--- config.mk ---
export PLATFORM = sky130hd
export DESIGN_NAME = dual_issue_fetch_queue
export DESIGN_NICKNAME = d
export VERILOG_FILES = /design/src/rtl/dual_issue_fetch_queue.sv
export SDC_FILE = /design/constraint.sdc
export NUM_CORES = 1
export LEC_CHECK = 0
export ABC_AREA = 1
export CORE_ASPECT_RATIO = 1.5
export CORE_MARGIN = 10
export CORE_UTILIZATION = 39
export CTS_CLUSTER_DIAMETER = 100
export CTS_CLUSTER_SIZE = 14
export DETAILED_ROUTE_END_ITERATION = 12
export SYNTH_ARGS = -nofsm -noshare
export SYNTH_HDL_FRONTEND = slang
export SYNTH_SLANG_ARGS = --single-unit
export TNS_END_PERCENT = 1
--- constraint.sdc ---
create_clock -name clk_i -period 7.4 [get_ports clk_i]
set_input_delay 1.11 -clock clk_i [delete_from_list [all_inputs] [get_ports clk_i]]
set_output_delay 1.11 -clock clk_i [all_outputs]
set_load 0.01 [all_outputs]
--- src/rtl/dual_issue_fetch_queue.sv ---
// dual_issue_fetch_queue: circular fetch buffer that presents the two oldest instructions to a
// dual decoder and pops one or two per cycle, with flush support and issue-width perf counters.
module dual_issue_fetch_queue #(
    parameter int els_p        = 4,
    parameter int data_width_p = 32,
    parameter int pc_width_p   = 22,
    parameter int ctr_width_p  = 32
) (
    input  logic                    clk_i,
    input  logic                    reset_i,
    input  logic                    enq_v_i,
    input  logic [data_width_p-1:0] enq_instr_i,
    input  logic [pc_width_p-1:0]   enq_pc_i,
    output logic                    enq_ready_o,
    input  logic                    flush_i,
    input  logic                    id_ready_i,
    input  logic                    single_issue_i,
    output logic [data_width_p-1:0] instr0_o,
    output logic [data_width_p-1:0] instr1_o,
    output logic [pc_width_p-1:0]   pc0_o,
    output logic                    v0_o,
    output logic                    v1_o,
    output logic [1:0]              issue_cnt_o,
    output logic [ctr_width_p-1:0]  single_ctr_o,
    output logic [ctr_width_p-1:0]  dual_ctr_o
);
    localparam int lg_els_lp = $clog2(els_p);
    localparam logic [lg_els_lp:0] els_lp = (lg_els_lp+1)'(els_p);

    logic [data_width_p-1:0] instr_mem_q [els_p];
    logic [pc_width_p-1:0]   pc_mem_q    [els_p];
    logic [lg_els_lp-1:0]    rd_ptr_q, rd_ptr_d, wr_ptr_q, wr_ptr_d, rd_ptr1;
    logic [lg_els_lp:0]      count_q, count_d;
    logic [ctr_width_p-1:0]  single_ctr_q, dual_ctr_q;
    logic                    enq_fire;

    always_comb begin
        rd_ptr1     = rd_ptr_q + lg_els_lp'(1);
        enq_ready_o = count_q != els_lp;
        enq_fire    = enq_v_i & enq_ready_o & ~flush_i;
        instr0_o    = instr_mem_q[rd_ptr_q];
        instr1_o    = instr_mem_q[rd_ptr1];
        pc0_o       = pc_mem_q[rd_ptr_q];
        v0_o        = count_q != '0;
        // the all-ones PC wraps to 0 and still pairs, so the sum stays at pc width
        v1_o        = (count_q >= (lg_els_lp+1)'(2)) & (pc_mem_q[rd_ptr1] == pc0_o + pc_width_p'(1));
        issue_cnt_o = (~v0_o | ~id_ready_i | flush_i) ? 2'd0 : (v1_o & ~single_issue_i) ? 2'd2 : 2'd1;
        rd_ptr_d    = rd_ptr_q + lg_els_lp'(issue_cnt_o);
        wr_ptr_d    = wr_ptr_q + lg_els_lp'(enq_fire);
        count_d     = count_q + (lg_els_lp+1)'(enq_fire) - (lg_els_lp+1)'(issue_cnt_o);
        single_ctr_o = single_ctr_q;
        dual_ctr_o   = dual_ctr_q;
    end

    always_ff @(posedge clk_i) begin
        if (enq_fire) begin
            instr_mem_q[wr_ptr_q] <= enq_instr_i;
            pc_mem_q[wr_ptr_q]    <= enq_pc_i;
        end
    end

    always_ff @(posedge clk_i) begin
        if (reset_i) begin
            rd_ptr_q     <= '0;
            wr_ptr_q     <= '0;
            count_q      <= '0;
            single_ctr_q <= '0;
            dual_ctr_q   <= '0;
        end else begin
            rd_ptr_q     <= flush_i ? '0 : rd_ptr_d;
            wr_ptr_q     <= flush_i ? '0 : wr_ptr_d;
            count_q      <= flush_i ? '0 : count_d;
            single_ctr_q <= single_ctr_q + ctr_width_p'(issue_cnt_o == 2'd1);
            dual_ctr_q   <= dual_ctr_q + ctr_width_p'(issue_cnt_o == 2'd2);
        end
    end

    always_ff @(posedge clk_i) begin
        if (!reset_i) begin
            assert (els_p >= 2 && (els_p & (els_p - 1)) == 0);
            assert (count_q <= els_lp);
            assert (!(enq_fire && count_q == els_lp));
        end
    end
endmodule
## Word-level counts from Yosys, hierarchy flattened

Memory sizes are Yosys's and may differ from the RTL's. A register that Yosys moved wholly into a read port is not among the register bits.
Index checks and enable logic that the tools add are counted.

- Register bits after elaboration: 71
- Bits in writable memories: 216
- Output and inout bits: 155
- Word-level logic and storage cells: 38
- Memories kept: 2

Memory list:

| name | depth | width | read ports | clocked after memory_dff | write ports | line | source |
|---|---|---|---|---|---|---|---|
| instr_mem_q | 4 | 32 | 2 | 1 | 1 | 30 | `logic [data_width_p-1:0] instr_mem_q [els_p];` |
| pc_mem_q | 4 | 22 | 2 | 1 | 1 | 31 | `logic [pc_width_p-1:0] pc_mem_q [els_p];` |

- Add/sub/neg operators: 8
- $lt $le $gt $ge: 1
- Equality and inequality tests: 4
- Muxes and demuxes: 6
- Bitwise gates (word level): 10
- Reduce and logical (&&, ||, !) cells: 2

Operators with widths:

| operator | number |
|---|---|
| adder 32 x 1 -> 32 bit | 2 |
| adder 22 x 1 -> 22 bit, second input constant | 1 |
| equality test 22 bit | 1 |
| two-way mux 2 bit | 4 |
| AND 1 bit | 4 |
| NOT 1 bit | 4 |
| adder 3 x 1 -> 3 bit | 1 |
| greater-or-equal comparator 3 x 2 -> 1 bit, second input constant | 1 |
| inequality test 3 bit, second input constant | 1 |
| nonzero test 3 bit | 1 |
| subtractor 3 x 2 -> 3 bit | 1 |
| adder 2 x 1 -> 2 bit | 1 |
| adder 2 x 1 -> 2 bit, second input constant | 1 |
| adder 2 bit | 1 |
| equality test 2 x 1 -> 1 bit, second input constant | 1 |
| equality test 2 bit, second input constant | 1 |
| two-way mux 1 bit | 2 |
| OR 1 bit | 2 |
| OR reduction 2 bit | 1 |

## Logic depth before layout (Yosys ltp)

Gate-level depths: netlist of run 1.
An unclocked memory read counts as a cell.

- Depth in word-level cells: 9
- Gate-level depth with buffers: 35
- Mapped depth without buffers: 33

## Worst setup path before layout of run 1

Ideal clock, no wire load.

- Path type: input -> register
- Start: input port flush_i
- End: memory instr_mem_q[0][0], enable pin
- Arrival: 5.051 ns
- Path slack: 1.816 ns
- Stages on the path: 3
- Buffers on the path: 0
- Path through: inv_1 nand3_1 nor3_1

- Cells in the longest elaborated chain, start to end: 4

RTL lines:

| what | line | source |
|---|---|---|
| start: declaration | 15 | `input logic flush_i,` |
| NOT 1 bit | 40 | `enq_fire = enq_v_i & enq_ready_o & ~flush_i;` |
| AND 1 bit | 40 |  |
| two-way mux 1 bit | 56 | `if (enq_fire) begin` |
| two-way mux 1 bit (not written as such) | 57 | `instr_mem_q[wr_ptr_q] <= enq_instr_i;` |
| end: declaration | 30 |  |

No other way between the ends.

## Worst setup path in the final report of run 1

- Start: register rd_ptr_q[1]
- End: output port issue_cnt_o[1]

- Cells in the longest elaborated chain, start to end: 7

RTL lines:

| what | line | source |
|---|---|---|
| start: declaration | 32 | `logic [lg_els_lp-1:0] rd_ptr_q, rd_ptr_d, wr_ptr_q, wr_ptr_d, rd_ptr1;` |
| start signal: assignment | 70 | `rd_ptr_q <= flush_i ? '0 : rd_ptr_d;` |
| adder 2 x 1 -> 2 bit | 38 | `rd_ptr1 = rd_ptr_q + lg_els_lp'(1);` |
| memory (4 x 22 bit) | - |  |
| equality test 22 bit | 46 | `v1_o = (count_q >= (lg_els_lp+1)'(2)) & (pc_mem_q[rd_ptr1] == pc0_o + pc_width_p'(1));` |
| AND 1 bit | 46 |  |
| AND 1 bit | 47 | `issue_cnt_o = (~v0_o \| ~id_ready_i \| flush_i) ? 2'd0 : (v1_o & ~single_issue_i) ? 2'd2 : 2'd1;` |
| two-way mux 2 bit (2 in a row) | 47 |  |
| end: declaration | 23 | `output logic [1:0] issue_cnt_o,` |

No other way between the ends.

==> results of run 1 <==
==> sequential cells by signal, summed over array words and instances (netlist names) <==
| register | count |
|---|---|
| count_q | 3 |
| dual_ctr_o | 32 |
| single_ctr_o | 32 |
| pc_mem_q | 88 |
| instr_mem_q | 128 |
| wr_ptr_q | 2 |
| rd_ptr_q | 2 |
==> kinds of logic after synthesis <==
logic type	count (synthesis)	share of synthesized area (%)
fa+ha+maj	12	1.09
xor+xnor	21	1.27
flops	287	54.7
simple gates	928	27.0
buf+inv	196	6.03
compound gates	265	9.82
mux	1	0.0692
==> critical path, stage by stage, from the launching register on <==
cell	delay [ns]
dfxtp_4	0.73
buf_4	0.81
nand2_1	0.16
nand2_2	0.19
ha_1	0.26
nand3_2	0.13
nor2_4	0.17
nand3_1	0.14
nor2_1	0.15
nand4_1	0.09
nand2_1	0.08
inv_1	0.06
nor4_2	0.27
nand3_2	0.19
nor2_2	0.18
clkdlybuf4s50_1	0.63
==> per-stage QoR <==
step	area (um2)	total power, uW	utilization, %	cells	setup slack, ns
global placement	16900	2000	46.0	2343	1.75
global route	17500	3200	47.8	2375	0.811
floorplan	14500	1890	-	1710	1.82
CTS	17500	3130	47.8	2375	1.42
detailed placement	16900	2000	46.0	2343	1.55
finish	17500	3100	47.8	2375	1.49
==> cell usage after synthesis, drive strengths merged, types with 2 or more instances <==
library cell / number
xor2: 12
edfxtp: 216
nand3: 98
nor3b: 3
nor3: 37
inv: 122
a21oi: 80
buf: 35
a211oi: 2
and3: 5
o21ai: 134
nor4: 3
o211ai: 2
nand4: 14
nor2: 289
clkbuf: 39
dfxtp: 71
ha: 11
o22ai: 32
xnor2: 9
o21a: 8
nand3b: 2
or2: 2
nand2: 474
o21bai: 2
==> power breakdown <==
group | switching (uW) | internal [uW] | leakage [uW]
Combinational | 121 | 89.2 | 0.00382
Clock | 540 | 589 | 0.000314
Sequential | 9.07 | 1750 | 0.00254
==> routing by layer <==
metal	share of wire (%)	wire, um	track usage, %
met1	39	16300	20.3
met2	52	21800	32.3
met3	5.8	2410	3.11
met4	2.8	1170	5.99
met5	0.031	13	0
==> area by class of cell <==
type                            count  area, um2
Clock inverter                      2       25.0
Sequential cell                   287       7920
Clock buffer                       30        623
Inverter                          122        468
Fill cell                        3496      19100
Timing Repair Buffer              223       2210
Tap cell                          484        606
Multi-Input combinational cell   1227       5700
==> placed cells by master (no fill, tap or decap), types with 5 or more instances in the layout <==
cell	instances
nand2_1	459
nor2_1	275
edfxtp_1	216
clkdlybuf4s50_1	214
o21ai_0	129
inv_1	116
nand3_1	95
a21oi_1	80
dfxtp_1	69
o22ai_1	32
nor3_1	28
clkbuf_16	24
nand2_2	14
nand4_1	14
xor2_1	12
ha_1	11
nor3_2	9
xnor2_1	9
buf_4	9
nor2_4	8
o21a_1	8
nor2_2	6
clkbuf_1	6
o21ai_1	5
and3_1	5
==> path summary, 6_finish.rpt <==
path,cells past startpoint,end,from
max,15,issue_cnt_o[1],rd_ptr_q[1]$_SDFF_PP0_
min,2,dual_ctr_o[31]$_SDFF_PP0_,dual_ctr_o[31]$_SDFF_PP0_
max reg2reg,31,single_ctr_o[30]$_SDFF_PP0_,rd_ptr_q[1]$_SDFF_PP0_
min reg2reg,2,dual_ctr_o[31]$_SDFF_PP0_,dual_ctr_o[31]$_SDFF_PP0_
==> flow_summary_export.csv, run 1 <==
group,metric,value,unit
global_route,grt-ovfl-total,0,
timing,fmax,169,MHz
floorplanning,die_y,256,um
synthesis,synthCells,1710,
drt,drc_errors,0,
floorplanning,core-area,0.0367,mm2
timing,max_slew.worst_pin.slew,0.967,ns
worst_setup_path,reg2reg_slack,1.58,ns
drt,dr.pass1.iters,6,
floorplanning,ioPinCount,215,
clock_network,ctsResizeCount,0,
global_route,antenna_found_initial,1,
global_route,grt_pass1_wl,64700,um
layout,area_delta_synth_final,21.3,%
synthesis,ys_ff_latch,287,
drt,drtIter0Drc,919,
power,peakVddDrop,0.000186,V
floorplanning,die_area,0.0453,mm2
worst_setup_path,crit_type,"reg -> out",
synthesis,netlist_area,0.0145,mm2
synthesis,async_flop_share,0,%
timing,min_period,5.91,ns
floorplanning,die_w,177,um
timing,fin_tns_setup,0,ns
synthesis,yosysSeqAreaShare,54.7,%
clock_network,cts_tree,"done",
synthesis,synth_area_leaders,"edfxtp_1 45%, nand2_1 12%, dfxtp_1 9.8%, nor2_1 7.1%, o21ai_0 4.5%",
clock_network,post_cts_buffers,0,
drt,vias,12206,
clock_network,cts.sinks,287,
layout,drive_above_1_share,4.76,%
min_path,hp-class,"reg -> reg",
timing,rsz0062_at_grt,"false",
global_route,grt_max_degree,179,
clock_network,numCtsBuffers,24,
clock_network,root_buffer,"clkbuf_16",
timing,relSlewSlack,35.5,%
worst_setup_path,crit_fanout,90,
clock_network,cts_buffer_depth,3,
run_status,status,"finished, final reports clean",
clock_network,clk_latency,0.54,ns
job,cap_violations,0,
layout,diodes,0,
synthesis,yosys.area.top_type,"edfxtp_1",
drt,routed_wl,41700,um
timing,holdWs,0.474,ns
clock_network,clk_pin_slew,0.06,ns
place,hpwl,28600,um
place,numPortBuffers,214,
clock_network,htreeDepth,1,
floorplanning,start_util,39.4,%
place,place_congestion,0.884,
global_route,grt_pass1_vias,11989,
clock_network,postCtsHoldBufs,0,
synthesis,ys.flop_type,"edfxtp_1",
drt,routedWlPerCell,17.5,um
synthesis,synth_top_area_share,44.9,%
timing,hold_viol_final,0,
timing,setup_viol,0,
synthesis,yosys_warnings,0,
worst_setup_path,startpoint_type,"flop",
worst_setup_path,worstPathArrival,4.80,ns
power,powerDensity,177,mW/mm2
drt,routed_via_density,5.14,
timing,finClkSkew,0.0140,ns
floorplanning,rows,86,
global_route,grt_usage,17.8,%
worst_setup_path,worstPathRequired,6.29,ns
synthesis,syn_area_per_cell,8.45,um2
power,leakage,0.00667,uW
layout,nets,1957,
timing,period_share,79.9,%
worst_setup_path,endpoint_kind,"output port",
drt,drtAntennaViolNets,0,
synthesis,synth_edf_count,216,
synthesis,synth_nets,1782,
synthesis,synth.distinct_cells,51,
timing,finalMaxSlewViolations,0,
No activity file was read; power rests on OpenSTA's default activity.
==> inputs of run 2 (changes only) <==
clock period = 6.2 ns   (was 7.4 ns; I/O delays follow)
==> flow_summary_export.csv, run 2 (synthesis gave the netlist of run 1 again) <==
group,metric,value,unit
timing,hold_viol_final,0,
drt,routed_wl,41900,um
layout,area_delta_synth_final,21.9,%
layout,largest_reg_flops,128,
drt,dr.pass1.iters,5,
clock_network,cts_tree,"done",
power,combPwrFrac,6.8,%
clock_network,post_cts_buffers,0,
worst_setup_path,cp_num_buf_inv,2,
timing,relSlewSlack,41.2,%
clock_network,ctsResizeCount,0,
worst_setup_path,critPathMaxStageDelay,0.64,ns
worst_setup_path,worstPathRequired,5.27,ns
timing,max_slew.worst_pin.slew,0.881,ns
min_path,hp-class,"reg -> reg",
clock_network,cts.sinks,287,
power,p_seq_share,56.5,%
layout,reg_top3,"instr_mem_q x128, pc_mem_q x88",
place,hpwl,29500,um
floorplanning,start_util,39.4,%
power,switching_power,809,uW
place,place_congestion,0.897,
power,leakage,0.00672,uW
floorplanning,die_area,0.0453,mm2
global_route,antenna_found_initial,5,
drt,drtAntennaViolNets,0,
drt,vias,12208,
global_route,grt_pass1_vias,11953,
floorplanning,core-area,0.0367,mm2
global_route,grt-ovfl-total,0,
global_route,grt_max_degree,93,
worst_setup_path,worstPathArrival,4.38,ns
layout,layout_common_cells,"459 x nand2_1, 275 x nor2_1, 216 x edfxtp_1",
timing,fin_tns_setup,0,ns
timing,min_period,5.31,ns
power,peakVddDrop,0.000224,V
timing,setup_viol,0,
timing,finClkSkew,0.0123,ns
worst_setup_path,crit_top_cell,"nand2_1",
layout,final_common_cell,"nand2_1",
power,p_clk_share,36.7,%
power,powerDensity,210,mW/mm2
run_status,status,"finished, final reports clean",
global_route,grt_pass1_wl,65000,um
floorplanning,ioPinCount,215,
worst_setup_path,endpoint_kind,"output port",
timing,rsz0062_at_grt,"false",
power,internal_power,2900,uW
clock_network,root_buffer,"clkbuf_16",
drt,routed_via_density,5.11,
layout,drive_above_1_share,5.26,%
floorplanning,rows,86,
clock_network,cts_buffer_depth,3,
drt,routedWlPerCell,17.5,um
layout,fillers,3478,
worst_setup_path,startpoint_type,"flop",
worst_setup_path,crit_fanout,64,
worst_setup_path,cp_cell_sequence,"buf_4 > nand2_1 > nand2_1 > nand2_1 > nand2_1 > nand2_1 > nor2_1 > nand3_1 > nor2_1 > nand2_1 > nand2_1 > and3_1 > nand3_1 > nor2_2 > nand3_2 > nor2_2 > clkdlybuf4s50_1",
clock_network,htreeDepth,1,
place,numPortBuffers,214,
clock_network,postCtsHoldBufs,0,
power,switching_share,21.8,%
drt,drc_errors,0,
worst_setup_path,cp_top_family,"simple AND/OR/NAND/NOR gates",
drt,drtIter0Drc,709,
global_route,grt_usage,17.9,%
timing,finalMaxSlewViolations,0,
floorplanning,die_w,177,um
floorplanning,die_y,256,um
timing,period_share,85.7,%
clock_network,clk_latency,0.54,ns
clock_network,numCtsBuffers,24,
timing,fmax,188,MHz
worst_setup_path,slowest_stage,"clkdlybuf4s50_1",
worst_setup_path,crit_type,"reg -> out",
layout,nets,1967,
job,cap_violations,0,
clock_network,clk_pin_slew,0.07,ns
layout,final_util,48.0,%
layout,top_register,"instr_mem_q",
==> run 2: cell count changes in the layout (fill, tap and decap cells not counted), sizes merged <==
| cell | before | now |
|---|---|---|
| buf | 9 | 19 |
| clkbuf | 30 | 31 |
| diode | 0 | 2 |
==> run 2: metal layers <==
metal | global-route usage, % | vias up | part of all wire (%) | wire length, um
li1 | - | 6061 | - | -
met1 | 19.4 | 5787 | 39 | 16200
met2 | 33.0 | 286 | 53 | 22100
met3 | 3.53 | 68 | 5.6 | 2360
met4 | 6.95 | 6 | 2.8 | 1190
met5 | 0 | - | 0.074 | 31
==> run 2: layout make-up <==
| class | count | area (um2) | area share [%] |
|---|---|---|---|
| diodes | 2 | 5.00 | 0.0284 |
| clock buffers | 31 | 627 | 3.56 |
| clock inverters | 2 | 25.0 | 0.142 |
| inverters | 122 | 468 | 2.65 |
| multi-input cells | 1227 | 5700 | 32.3 |
| flip-flops and latches | 287 | 7920 | 44.9 |
| well taps | 484 | 606 | 3.44 |
| repair buffers | 233 | 2280 | 13.0 |
==> run 2: worst paths after layout <==
kind	startpoint	end	slack (ns)	depth (start not counted)
worst min-delay path	dual_ctr_o[31]$_SDFF_PP0_	dual_ctr_o[31]$_SDFF_PP0_	0.48	2
worst min register to register	dual_ctr_o[31]$_SDFF_PP0_	dual_ctr_o[31]$_SDFF_PP0_	0.48	2
worst max register to register	rd_ptr_q[0]$_SDFF_PP0_	single_ctr_o[30]$_SDFF_PP0_	0.98	30
worst max-delay path	rd_ptr_q[0]$_SDFF_PP0_	issue_cnt_o[1]	0.89	17
==> run 2: worst reg2reg max path: cells and delay by family (launching register included) <==
kind | cells | cell delay [ns]
fa+ha+maj | 2 | 0.37
buf+inv | 2 | 0.76
flops | 1 | 0.58
simple gates | 24 | 3.19
compound gates | 2 | 0.25
==> run 2: power groups by stage <==
stage	logic [uW]	registers [uW]	clock network [uW]
after CTS	255	2100	1400
after floorplan	117	2140	0
after global placement	252	2140	0
after global routing	278	2100	1480
final	252	2100	1360
after detailed placement	254	2140	0
==> run 2: stage by stage <==
step,cells,hold WS [ns],total power [uW],setup slack (ns),cell area [um2]
floorplan,1710,0.465,2260,0.796,14500
global route,2388,0.509,3860,0.289,17600
CTS,2386,0.489,3750,0.904,17600
finish,2388,0.481,3710,0.888,17600
detailed placement,2353,0.476,2390,0.995,17000
global placement,2353,0.461,2390,1.08,17000
==> inputs of run 3 (changes only) <==
CORE_MARGIN = 1.5   (was 10)
CORE_UTILIZATION = 45   (was 39)
PLACE_DENSITY = 0.68   (was default)
==> flow_summary_export.csv, run 3 (synthesis gave the netlist of run 1 again) <==
group,metric,value,unit
clock_network,cts.sinks,287,
clock_network,root_buffer,"clkbuf_16",
place,pre_cts_ws,0.950,ns
min_path,hold_start,"dual_ctr_o[31]$_SDFF_PP0_",
run_status,violations,"design-rule violations",
drt,routed_wl,39400,um
timing,hold_viol_final,0,
clock_network,ctsResizeCount,0,
worst_setup_path,crit_fanout,112,
clock_network,post_cts_buffers,0,
global_route,grt_pass1_vias,11960,
worst_setup_path,worstPathRequired,5.27,ns
layout,nets,1965,
power,peakVddDrop,0.000214,V
global_route,grt_usage,23.6,%
clock_network,clk_pin_slew,0.07,ns
worst_setup_path,endpoint_kind,"output port",
layout,reg_top3,"instr_mem_q x128, pc_mem_q x88",
drt,drtAntennaViolNets,0,
worst_setup_path,r2r_end,"single_ctr_o[30]$_SDFF_PP0_",
floorplanning,rows,80,
global_route,grt-ovfl-total,0,
timing,fmax,185,MHz
layout,area_delta_synth_final,21.4,%
min_path,hold_end,"dual_ctr_o[31]$_SDFF_PP0_",
timing,finalMaxSlewViolations,0,
drt,drc_errors,1,
clock_network,cts_buffer_depth,3,
job,cap_violations,0,
worst_setup_path,worstPathArrival,4.49,ns
floorplanning,die_y,223,um
drt,routed_via_density,5.30,
timing,setup_ws,0.784,ns
power,leakage,0.00672,uW
worst_setup_path,reg2reg_slack,0.83,ns
layout,final_common_cell,"nand2_1",
min_path,hp-class,"reg -> reg",
global_route,antenna_found_initial,4,
run_status,status,"finished, violations left",
clock_network,clk_latency,0.55,ns
layout,drive_above_1_share,5.13,%
layout,top_register,"instr_mem_q",
floorplanning,die_area,0.0332,mm2
clock_network,htreeDepth,1,
worst_setup_path,crit_type,"reg -> out",
floorplanning,start_util,45.6,%
place,numPortBuffers,214,
drt,drtIter0Drc,946,
timing,finClkSkew,0.0263,ns
floorplanning,core-area,0.0317,mm2
floorplanning,die_w,149,um
timing,min_period,5.42,ns
timing,relSlewSlack,24.7,%
timing,setup_viol,0,
drt,routedWlPerCell,16.9,um
min_path,hold_depth,2,
drt,dr.pass1.iters,9,
place,place_congestion,0.906,
worst_setup_path,r2r_start,"rd_ptr_q[1]$_SDFF_PP0_",
clock_network,cts_tree,"done",
worst_setup_path,startpoint_type,"flop",
timing,max_slew.worst_pin.slew,1.13,ns
layout,largest_reg_flops,128,
place,hpwl,26600,um
power,powerDensity,214,mW/mm2
global_route,grt_max_degree,113,
worst_setup_path,r2r_cells,30,
timing,period_share,87.3,%
timing,rsz0062_at_grt,"false",
clock_network,numCtsBuffers,24,
drt,vias,12315,
floorplanning,ioPinCount,215,
layout,layout_common_cells,"459 x nand2_1, 275 x nor2_1, 216 x edfxtp_1",
global_route,grt_pass1_wl,62000,um
timing,fin_tns_setup,0,ns
clock_network,postCtsHoldBufs,0,
-- run 3: how the worst max path moves through the flow --
stage                                 from                          end  slack [ns]  depth (start not counted)
floorplan                          flush_i  instr_mem_q[0][0]$_DFFE_PP_        0.80                          3
global placement    rd_ptr_q[0]$_SDFF_PP0_  single_ctr_o[30]$_SDFF_PP0_        1.01                         33
detailed placement  rd_ptr_q[1]$_SDFF_PP0_  single_ctr_o[30]$_SDFF_PP0_        0.95                         30
CTS                 rd_ptr_q[1]$_SDFF_PP0_               issue_cnt_o[1]        0.81                         15
global route        rd_ptr_q[1]$_SDFF_PP0_  single_ctr_o[30]$_SDFF_PP0_        0.17                         30
finish              rd_ptr_q[1]$_SDFF_PP0_               issue_cnt_o[1]        0.78                         15
-- run 3: area by class of cell --
class | count | area, um2
antenna | 3 | 7.51
clock inverter | 2 | 25.0
clock buffer | 40 | 661
inverter | 122 | 468
timing repair buffer | 231 | 2270
fill | 2845 | 14200
sequential | 287 | 7920
multi-input combinational | 1227 | 5700
tap | 410 | 513
-- run 3: power breakdown --
part	switching, uW	internal, uW
sequential	10.1	2090
combinational	143	107
clock	676	729
-- run 3: per-layer routing --
layer / up-vias / track usage [%] / wire length (um)
met5: - / 0 / 14
met4: 2 / 10.4 / 1480
met3: 91 / 3.84 / 2500
met2: 417 / 42.4 / 20400
met1: 5740 / 27.2 / 15000
li1: 6065 / - / -
-- run 3: per-stage QoR --
step	cells	cell area, um2	utilization (%)	power, uW	hold WS, ns
global route	2322	17600	55.3	3870	0.488
floorplan	1710	14500	-	2260	0.465
global placement	2277	16900	53.1	2380	0.456
detailed placement	2277	16900	53.1	2390	0.462
CTS	2319	17500	55.3	3780	0.474
finish	2322	17600	55.3	3750	0.473
-- run 3: critical path, stage by stage (launching register included) --
cell and delay [ns]:
dfxtp_4 0.59, buf_4 0.86, nand2_1 0.15, nand2_2 0.17, nand2_1 0.09, nor2_1 0.22, nand3_1 0.16, nor2_1 0.11
nand2_1 0.06, nand2_1 0.08, and3_1 0.17, nand3_1 0.08, nor2_2 0.12, nand3_2 0.13, nor2_2 0.19, clkdlybuf4s50_1 0.63
